$ cat config.mk
export PLATFORM = sky130hd
export DESIGN_NAME = rfdp_fifo_ctrl
export DESIGN_NICKNAME = d
export VERILOG_FILES = /design/src/rtl/rfdp_fifo_pkg.sv /design/src/rtl/rfdp_fifo_obuf.sv /design/src/rtl/rfdp_fifo_ctrl.sv
export SDC_FILE = /design/constraint.sdc
export NUM_CORES = 1
export LEC_CHECK = 0
export ABC_AREA = 1
export CAP_MARGIN = 10
export CORE_UTILIZATION = 45
export CTS_BUF_LIST = sky130_fd_sc_hd__clkbuf_2
export DETAILED_ROUTE_END_ITERATION = 10
export GPL_TIMING_DRIVEN = 0
export MAX_ROUTING_LAYER = met4
export PLACE_DENSITY = 0.8
export SLEW_MARGIN = 20
export SYNTH_ARGS = -nofsm -noshare
export SYNTH_HDL_FRONTEND = slang
export SYNTH_SLANG_ARGS = --single-unit
$ cat constraint.sdc
create_clock -name clk -period 6.65 [get_ports clk]
set_input_delay 1.6625 -clock clk [delete_from_list [all_inputs] [get_ports clk]]
set_output_delay 1.6625 -clock clk [all_outputs]
set_load 0.005 [all_outputs]
$ cat src/rtl/rfdp_fifo_pkg.sv
// rfdp_fifo_pkg: shared types and constants for the rfdp FIFO controller.
//   ptr_w()     : width of the wrap-bit-extended SRAM pointers for a given depth
//   obuf_cnt_t  : occupancy count of the 2-entry output buffer
//   OBUF_DEPTH  : output buffer depth (2 hides the SRAM's one-cycle read latency)
package rfdp_fifo_pkg;

    localparam int OBUF_DEPTH = 2;

    typedef logic [1:0] obuf_cnt_t;

    localparam obuf_cnt_t OBUF_FULL = obuf_cnt_t'(OBUF_DEPTH);

    // Address bits plus one wrap bit.
    function automatic int ptr_w(input int depth);
        return $clog2(depth) + 1;
    endfunction

endpackage

$ cat src/rtl/rfdp_fifo_obuf.sv
// rfdp_fifo_obuf: 2-entry output buffer sitting behind the SRAM read port.
//   clk, rst_n : clock, asynchronous active-low reset
//   flush_i    : synchronous clear of the occupancy (data regs left as-is)
//   push_i     : write data_i into the next free entry
//   pop_i      : drop the head entry (ignored when empty)
//   cnt_o      : entries held (0..2)
//   head_o     : head entry, straight from a register
// The caller guarantees a push never arrives when the buffer is full and no
// pop frees an entry in the same cycle.
module rfdp_fifo_obuf
    import rfdp_fifo_pkg::*;
#(
    parameter int WIDTH = 16
) (
    input  logic             clk,
    input  logic             rst_n,
    input  logic             flush_i,
    input  logic             push_i,
    input  logic [WIDTH-1:0] data_i,
    input  logic             pop_i,
    output obuf_cnt_t        cnt_o,
    output logic [WIDTH-1:0] head_o
);

    logic [WIDTH-1:0] e0_q, e0_d, e1_q, e1_d;
    obuf_cnt_t        cnt_q, cnt_d;

    always_comb begin
        e0_d  = e0_q;
        e1_d  = e1_q;
        cnt_d = cnt_q;
        // Pop first so a same-cycle push lands in the slot the pop freed.
        if (pop_i && cnt_q != 2'd0) begin
            e0_d  = e1_q;
            cnt_d = cnt_q - 2'd1;
        end
        if (push_i) begin
            if (cnt_d == 2'd0) e0_d = data_i;
            else               e1_d = data_i;
            cnt_d = cnt_d + 2'd1;
        end
        if (flush_i) cnt_d = '0;
    end

    always_ff @(posedge clk or negedge rst_n) begin
        if (!rst_n) begin
            e0_q  <= '0;
            e1_q  <= '0;
            cnt_q <= '0;
        end else begin
            e0_q  <= e0_d;
            e1_q  <= e1_d;
            cnt_q <= cnt_d;
        end
    end

    assign cnt_o  = cnt_q;
    assign head_o = e0_q;

endmodule

$ cat src/rtl/rfdp_fifo_ctrl.sv
// rfdp_fifo_ctrl: single-clock valid/ready FIFO controller for an external
// 1W/1R dual-port SRAM macro with one-cycle read latency. A 2-entry output
// buffer is prefetched so the read side streams one word per cycle.
//   clk, rst_n                  : clock (also the macro clocks), async active-low reset
//   flush                       : synchronous clear of all contents
//   s_valid/s_ready/s_data      : write-side stream
//   m_valid/m_ready/m_data      : read-side stream (m_data registered)
//   level                       : words held in SRAM + in-flight read + output buffer
//   sram_aa/sram_cena/sram_qa   : macro read port (CENA active-low, QA next cycle)
//   sram_ab/sram_db/sram_cenb   : macro write port (CENB active-low)
// Optional feature: define RFDP_FIFO_BYPASS_EN to steer a word accepted into
// an otherwise empty pipeline straight into the output buffer, skipping SRAM.
module rfdp_fifo_ctrl
    import rfdp_fifo_pkg::*;
#(
    parameter  int DEPTH = 128,
    parameter  int WIDTH = 16,
    localparam int AW    = $clog2(DEPTH),
    localparam int LW    = $clog2(DEPTH + 3)
) (
    input  logic             clk,
    input  logic             rst_n,
    input  logic             flush,
    input  logic             s_valid,
    output logic             s_ready,
    input  logic [WIDTH-1:0] s_data,
    output logic             m_valid,
    input  logic             m_ready,
    output logic [WIDTH-1:0] m_data,
    output logic [LW-1:0]    level,
    output logic [AW-1:0]    sram_aa,
    output logic             sram_cena,
    input  logic [WIDTH-1:0] sram_qa,
    output logic [AW-1:0]    sram_ab,
    output logic [WIDTH-1:0] sram_db,
    output logic             sram_cenb
);

    localparam int PW = ptr_w(DEPTH);

    logic [PW-1:0]    wr_ptr_q, wr_ptr_d, rd_ptr_q, rd_ptr_d;
    logic             inflight_q, inflight_d;
    obuf_cnt_t        obuf_cnt;
    logic             sram_empty, sram_full;
    logic             wr_hs, wr_en, rd_en, byp, pop, obuf_push;
    logic [2:0]       pending;
    logic [WIDTH-1:0] obuf_din;

    assign sram_empty = (wr_ptr_q == rd_ptr_q);
    assign sram_full  = (wr_ptr_q[AW-1:0] == rd_ptr_q[AW-1:0]) &&
                        (wr_ptr_q[AW] != rd_ptr_q[AW]);

    assign s_ready = !sram_full && !flush;
    assign wr_hs   = s_valid && s_ready;
    assign pop     = m_valid && m_ready;

`ifdef RFDP_FIFO_BYPASS_EN
    // Only when nothing older sits in SRAM or in flight, so order holds.
    assign byp = wr_hs && sram_empty && !inflight_q && (obuf_cnt < OBUF_FULL);
`else
    assign byp = 1'b0;
`endif

    assign wr_en = wr_hs && !byp;

    // Output-buffer slots already spoken for, net of this cycle's pop. Counting
    // the pop lets a read issue every cycle while streaming; without it the
    // pipeline would bubble every other word. Keeps obuf_cnt + inflight <= 2.
    assign pending = {1'b0, obuf_cnt} + {2'b0, inflight_q} - {2'b0, pop};
    assign rd_en   = !flush && !sram_empty && (pending < 3'd2);

    // Returning read data is dropped on flush; bypass never coincides with a
    // returning read because it requires inflight_q == 0.
    assign obuf_push = (inflight_q && !flush) || byp;
    assign obuf_din  = inflight_q ? sram_qa : s_data;

    always_comb begin
        wr_ptr_d   = wr_ptr_q + PW'(wr_en);
        rd_ptr_d   = rd_ptr_q + PW'(rd_en);
        inflight_d = rd_en;
        if (flush) begin
            wr_ptr_d   = '0;
            rd_ptr_d   = '0;
            inflight_d = 1'b0;
        end
    end

    always_ff @(posedge clk or negedge rst_n) begin
        if (!rst_n) begin
            wr_ptr_q   <= '0;
            rd_ptr_q   <= '0;
            inflight_q <= 1'b0;
        end else begin
            wr_ptr_q   <= wr_ptr_d;
            rd_ptr_q   <= rd_ptr_d;
            inflight_q <= inflight_d;
        end
    end

    rfdp_fifo_obuf #(.WIDTH(WIDTH)) u_obuf (
        .clk     (clk),
        .rst_n   (rst_n),
        .flush_i (flush),
        .push_i  (obuf_push),
        .data_i  (obuf_din),
        .pop_i   (pop),
        .cnt_o   (obuf_cnt),
        .head_o  (m_data)
    );

    assign m_valid   = (obuf_cnt != 2'd0);
    assign sram_aa   = rd_ptr_q[AW-1:0];
    assign sram_cena = !rd_en;
    assign sram_ab   = wr_ptr_q[AW-1:0];
    assign sram_cenb = !wr_en;
    assign sram_db   = wr_en ? s_data : '0;
    assign level     = LW'(wr_ptr_q - rd_ptr_q) + LW'(inflight_q) + LW'(obuf_cnt);

endmodule
# ---- Yosys cells after proc, flatten, opt, wreduce, memory -nomap -nowiden
# Index checks and enable logic that the tools add are counted.
dict set report totals {
  regBits 51
  input_bits 37
  output_inout_bits 58
  elab_cells 47
}
dict set report classes {
  addsub 9
  order_cmp 1
  n_eq_ne 3
  n_mux 11
  bitwise_logic 1
  n_reduce_logical 16
}
# op n
set op_table {}
lappend op_table {{$mux 16} 5}
lappend op_table {{$add 8x1->8} 3}
lappend op_table {{$mux 8} 2}
lappend op_table {{$add 8x2->8} 1}
lappend op_table {{$eq 8x8->1} 1}
lappend op_table {{$logic_and 1x1->1} 8}
lappend op_table {{$sub 8x8->8} 1}
lappend op_table {{$eq 7x7->1} 1}
lappend op_table {{$mux 2} 3}
lappend op_table {{$logic_not 1->1} 5}
lappend op_table {{$add 2x1->3} 1}
lappend op_table {{$lt 3x2->1 const B} 1}
lappend op_table {{$sub 3x1->3} 1}
lappend op_table {{$add 2x1->2 const B} 1}
lappend op_table {{$logic_not 2->1} 1}
lappend op_table {{$reduce_and 2->1} 1}
lappend op_table {{$reduce_bool 2->1} 1}
lappend op_table {{$sub 2x1->2 const B} 1}
lappend op_table {{$mux 1} 1}
lappend op_table {{$ne 1x1->1} 1}
lappend op_table {{$not 1->1} 1}

# ---- Longest topological paths before layout
dict set report logic_depth {
  word_depth 7
  mapped_depth 21
  depth_no_buf 20
}

# ---- Hierarchy
# Synthesis repeated with hierarchy kept, for this count alone.
dict set report unflattened {
  cells_unflattened 455
  area_unflattened_um2 3457.1
}
# module n_inst cells_per_inst area_per_inst_um2 seq_area_each_um2
set modules_own_cells {}
lappend modules_own_cells {rfdp_fifo_ctrl 1 272 1834.3 425.4}
lappend modules_own_cells {rfdp_fifo_obuf 1 183 1622.8 850.8}

# ---- Least setup slack after synthesis
# No wires, ideal clock.
dict set report synth_path {
  path_kind {input -> output}
  startpoint {in m_ready}
  endpoint {out sram_cena}
  arrival_ps 3428
  required_ps 4987
  path_slack_ps 1560
  stages 12
  n_path_buf 1
  path_cell_list {nand2_1 inv_1 clkbuf_1 ha_1 nor2_1 inv_1 fa_1 nand2_1 a21oi_1 o21ai_0 nor2_1 inv_1}
}
dict set report synth_between {
  elab_chain_cells 5
}
# item line_no
set synth_rtl {}
lappend synth_rtl {{start, declared} rfdp_fifo_ctrl.sv:28} ;# input logic m_ready,
lappend synth_rtl {{$logic_and 1x1->1} rfdp_fifo_ctrl.sv:55} ;# assign pop = m_valid && m_ready;
lappend synth_rtl {{$sub 3x1->3} rfdp_fifo_ctrl.sv:69} ;# assign pending = {1'b0, obuf_cnt} + {2'b0, inflight_q} - {2'b0, pop};
lappend synth_rtl {{$lt 3x2->1} rfdp_fifo_ctrl.sv:70} ;# assign rd_en = !flush && !sram_empty && (pending < 3'd2);
lappend synth_rtl {{$logic_and 1x1->1} rfdp_fifo_ctrl.sv:70}
lappend synth_rtl {{$logic_not 1->1} rfdp_fifo_ctrl.sv:113} ;# assign sram_cena = !rd_en;
lappend synth_rtl {{end, declared} rfdp_fifo_ctrl.sv:32} ;# output logic sram_cena,
# No other way between the ends.

# ---- Worst setup path after layout
# Ends and elaborated chain as after synthesis.

==> metrics.cfg <==
[status]
status=finished, final reports clean

[routing]
drc_errors=0
postRouteAntennaNets=0
avgRoutedWirePerCell_um=13.1
vias=3050
viasPerCell=4.86
firstDrtPassIters=4
drt-initial-drc-count=114
wirelength_um=8210

[setup_path]
cp-end-kind=output pin
cp_top_family=buffers and inverters
critPathKind=input port to output pin
critPathMaxStageDelay_ns=0.48
crit_top_cell=inv_1
cp.arrival_ns=4.57
critPathMaxFanout=13
path_buf_inv=5
cp_slowest_cell=fa_1
start_kind=input port
required_ns=4.99
cp_cell_sequence=clkdlybuf4s50_1 > nand2_1 > inv_1 > ha_1 > nor2_1 > inv_1 > fa_1 > nand2_1 > a21oi_1 > o21ai_0 > nor2_1 > inv_1 > clkdlybuf4s50_1

[placed_design]
port_buffers=93
hpwl_um=6430
place.gp.congestion=0.822

[clocking]
cts.sinks=51
tritoncts=built
cts_hold_buf=0
htreeDepth=2
cts_setup_buffers=0
cts-root-buf=clkbuf_2
cts_max_path_buffers=2
cts_resized=0
cts-buffers-inserted=5
clk_pin_slew_worst_paths_ns=0.24
insertion_delay_ns=0.45

[yosys]
yosys.area_share.simple_pct=21.2
ys_types=26
synth.avg_cell_area_um2=7.50
muxShareOfSynthArea_pct=1.39
synth_top_family_by_area=simple AND/OR/NAND/NOR gates
synth_compound_area_share_pct=13.3
synth_fa_ha_area_share_pct=10.2
ys_ff_latch=51
synth_xor_xnor_area_share_pct=1.36
synth_cells=431
syn_area_um2=3230
yosysWarnings=0
syn-num-nets=492
ys_seq_area_share_pct=39.5

[global_route]
grt_pass1_wl_um=13600
antenna_found_initial=0
grt_overflow=0
grt.total_usage_pct=23.7
grt_pass1_vias=2936
grt_max_degree=27

[timing]
finalCriticalPeriod_ns=6.23
fmax_mhz=160
worst_pin_slew_ns=0.607
maxSlewViolCount=0
hold_viol=0
fin_worst_skew_ns=0.0257
fin_setup_tns_ns=0
rsz0062_at_grt=no
post-route-period-util_pct=93.7
setup_viol=0
max-slew-margin-rel_pct=59.5

[floorplanning]
fp.dieH_um=86.7
die_x_um=86.7
start_util_pct=47.0
dieArea_um2=7520
coreArea_um2=6870
ioPinCount=95
rows=30

[finish]
drive_above_1_share_pct=7.71
n_antenna_cell=0
syn_to_final_growth_pct=34.9
final-seq-area_um2=1280
layout.nets=592
final_common_cell=nand2_1
fillers=615
multiInputGateArea_um2=1530
final_core_util_pct=63.4
final_cell_mix=nand2_1 (98), clkdlybuf4s50_1 (92), o21ai_0 (68)

[power]
leakagePower_uw=0.00208
irDropWorstVdd_mv=0.186
power.density_nw_per_um2=320

[hold_path]
min_path_type=register to register

[flow_run]
maxCapViolCount=0

-- per-stage QoR --
step | area (um^2) | setup WS (ns) | power [uW] | std cells | hold slack (ns)
3_3_place_gp | 4280 | 0.307 | 1210 | 620 | 0.491
4_1_cts | 4360 | 0.253 | 1400 | 629 | 0.553
2_1_floorplan | 3230 | 1.56 | 868 | 431 | 0.481
5_1_grt | 4360 | 0.127 | 1510 | 628 | 0.578
6_report | 4360 | 0.419 | 1390 | 628 | 0.553
3_5_place_dp | 4300 | 0.262 | 1240 | 621 | 0.505
-- synthesized netlist by cell type, drive strengths merged --
master  number  share of area [%]
fa           4                2.5
inv         66                7.7
xnor2        1               0.27
nand3       16                2.6
mux2         4                1.4
a21oi       14                2.2
nor3         5                1.1
a21o         1               0.23
dfrtp       51                 40
nand4        2               0.39
a31oi        1               0.19
buf         22                4.8
or2          1               0.19
ha          20                7.7
nor2        47                5.5
nand2       98                 11
clkbuf       5               0.62
o21ai       69                 11
xor2         4                1.1
-- worst register-to-register path, delay by kind of cell (launching register included) --
kind / cells / cell delay [ns]
buffers and inverters: 4 / 0.58
adders and majority gates: 5 / 1.43
AOI/OAI and AO/OA: 2 / 0.25
and+or+nand+nor: 9 / 1.13
DFF: 1 / 0.45
-- path summary, 6_finish.rpt --
kind / startpoint / end / slack [ns] / depth (start not counted)
min: u_obuf.e1_q[10]$_DFFE_PN0P_ / u_obuf.e1_q[10]$_DFFE_PN0P_ / 0.55 / 1
max reg2reg: u_obuf.cnt_o[1]$_DFF_PN0_ / rd_ptr_q[6]$_DFF_PN0_ / 2.77 / 20
min reg2reg: u_obuf.e1_q[10]$_DFFE_PN0P_ / u_obuf.e1_q[10]$_DFFE_PN0P_ / 0.55 / 1
max: m_ready / sram_cena / 0.42 / 13
min in group asynchronous: rst_n / u_obuf.head_o[3]$_DFF_PN0_ / 1.16 / 1
max in group asynchronous: rst_n / rd_ptr_q[1]$_DFF_PN0_ / 4.90 / 2
-- per-layer routing --
layer | global-route usage, % | vias up | part of all wire (%)
met3 | 2.76 | 9 | 2.4
met2 | 39.0 | 50 | 51
li1 | - | 1545 | -
met5 | - | - | 0
met1 | 31.4 | 1446 | 46
met4 | 6.06 | 0 | 1.0
-- state kept, by name, summed over array words and instances, names as in the netlist --
signal and count:
inflight_q 1, rd_ptr_q 8, u_obuf.cnt_o 2, u_obuf.e1_q 16
u_obuf.head_o 16, wr_ptr_q 8
-- area by class of cell --
type	count	share of cell area, %
multi-input combinational	287	35.2
sequential	51	29.3
timing repair buffer	94	21.7
inverter	66	5.69
buffer	26	3.91
tap	96	2.76
clock inverter	3	0.890
clock buffer	5	0.574
-- report_power, final --
part	switching [uW]	total, uW	internal [uW]
sequential	54.7	474	419
combinational	366	758	392
clock	101	163	61.8
-- cell families (layout without fill, tap and decap cells) --
kind of cell,Yosys count,in the layout
AO/OA/AOI/OAI,85,85
flip-flops,51,51
buffers and inverters,93,194
AND/OR/NAND/NOR,169,169
XOR/XNOR,5,5
multiplexers,4,4
adder cells (fa/ha/maj),24,24
Note: power is estimated with default switching activity, not from simulation.
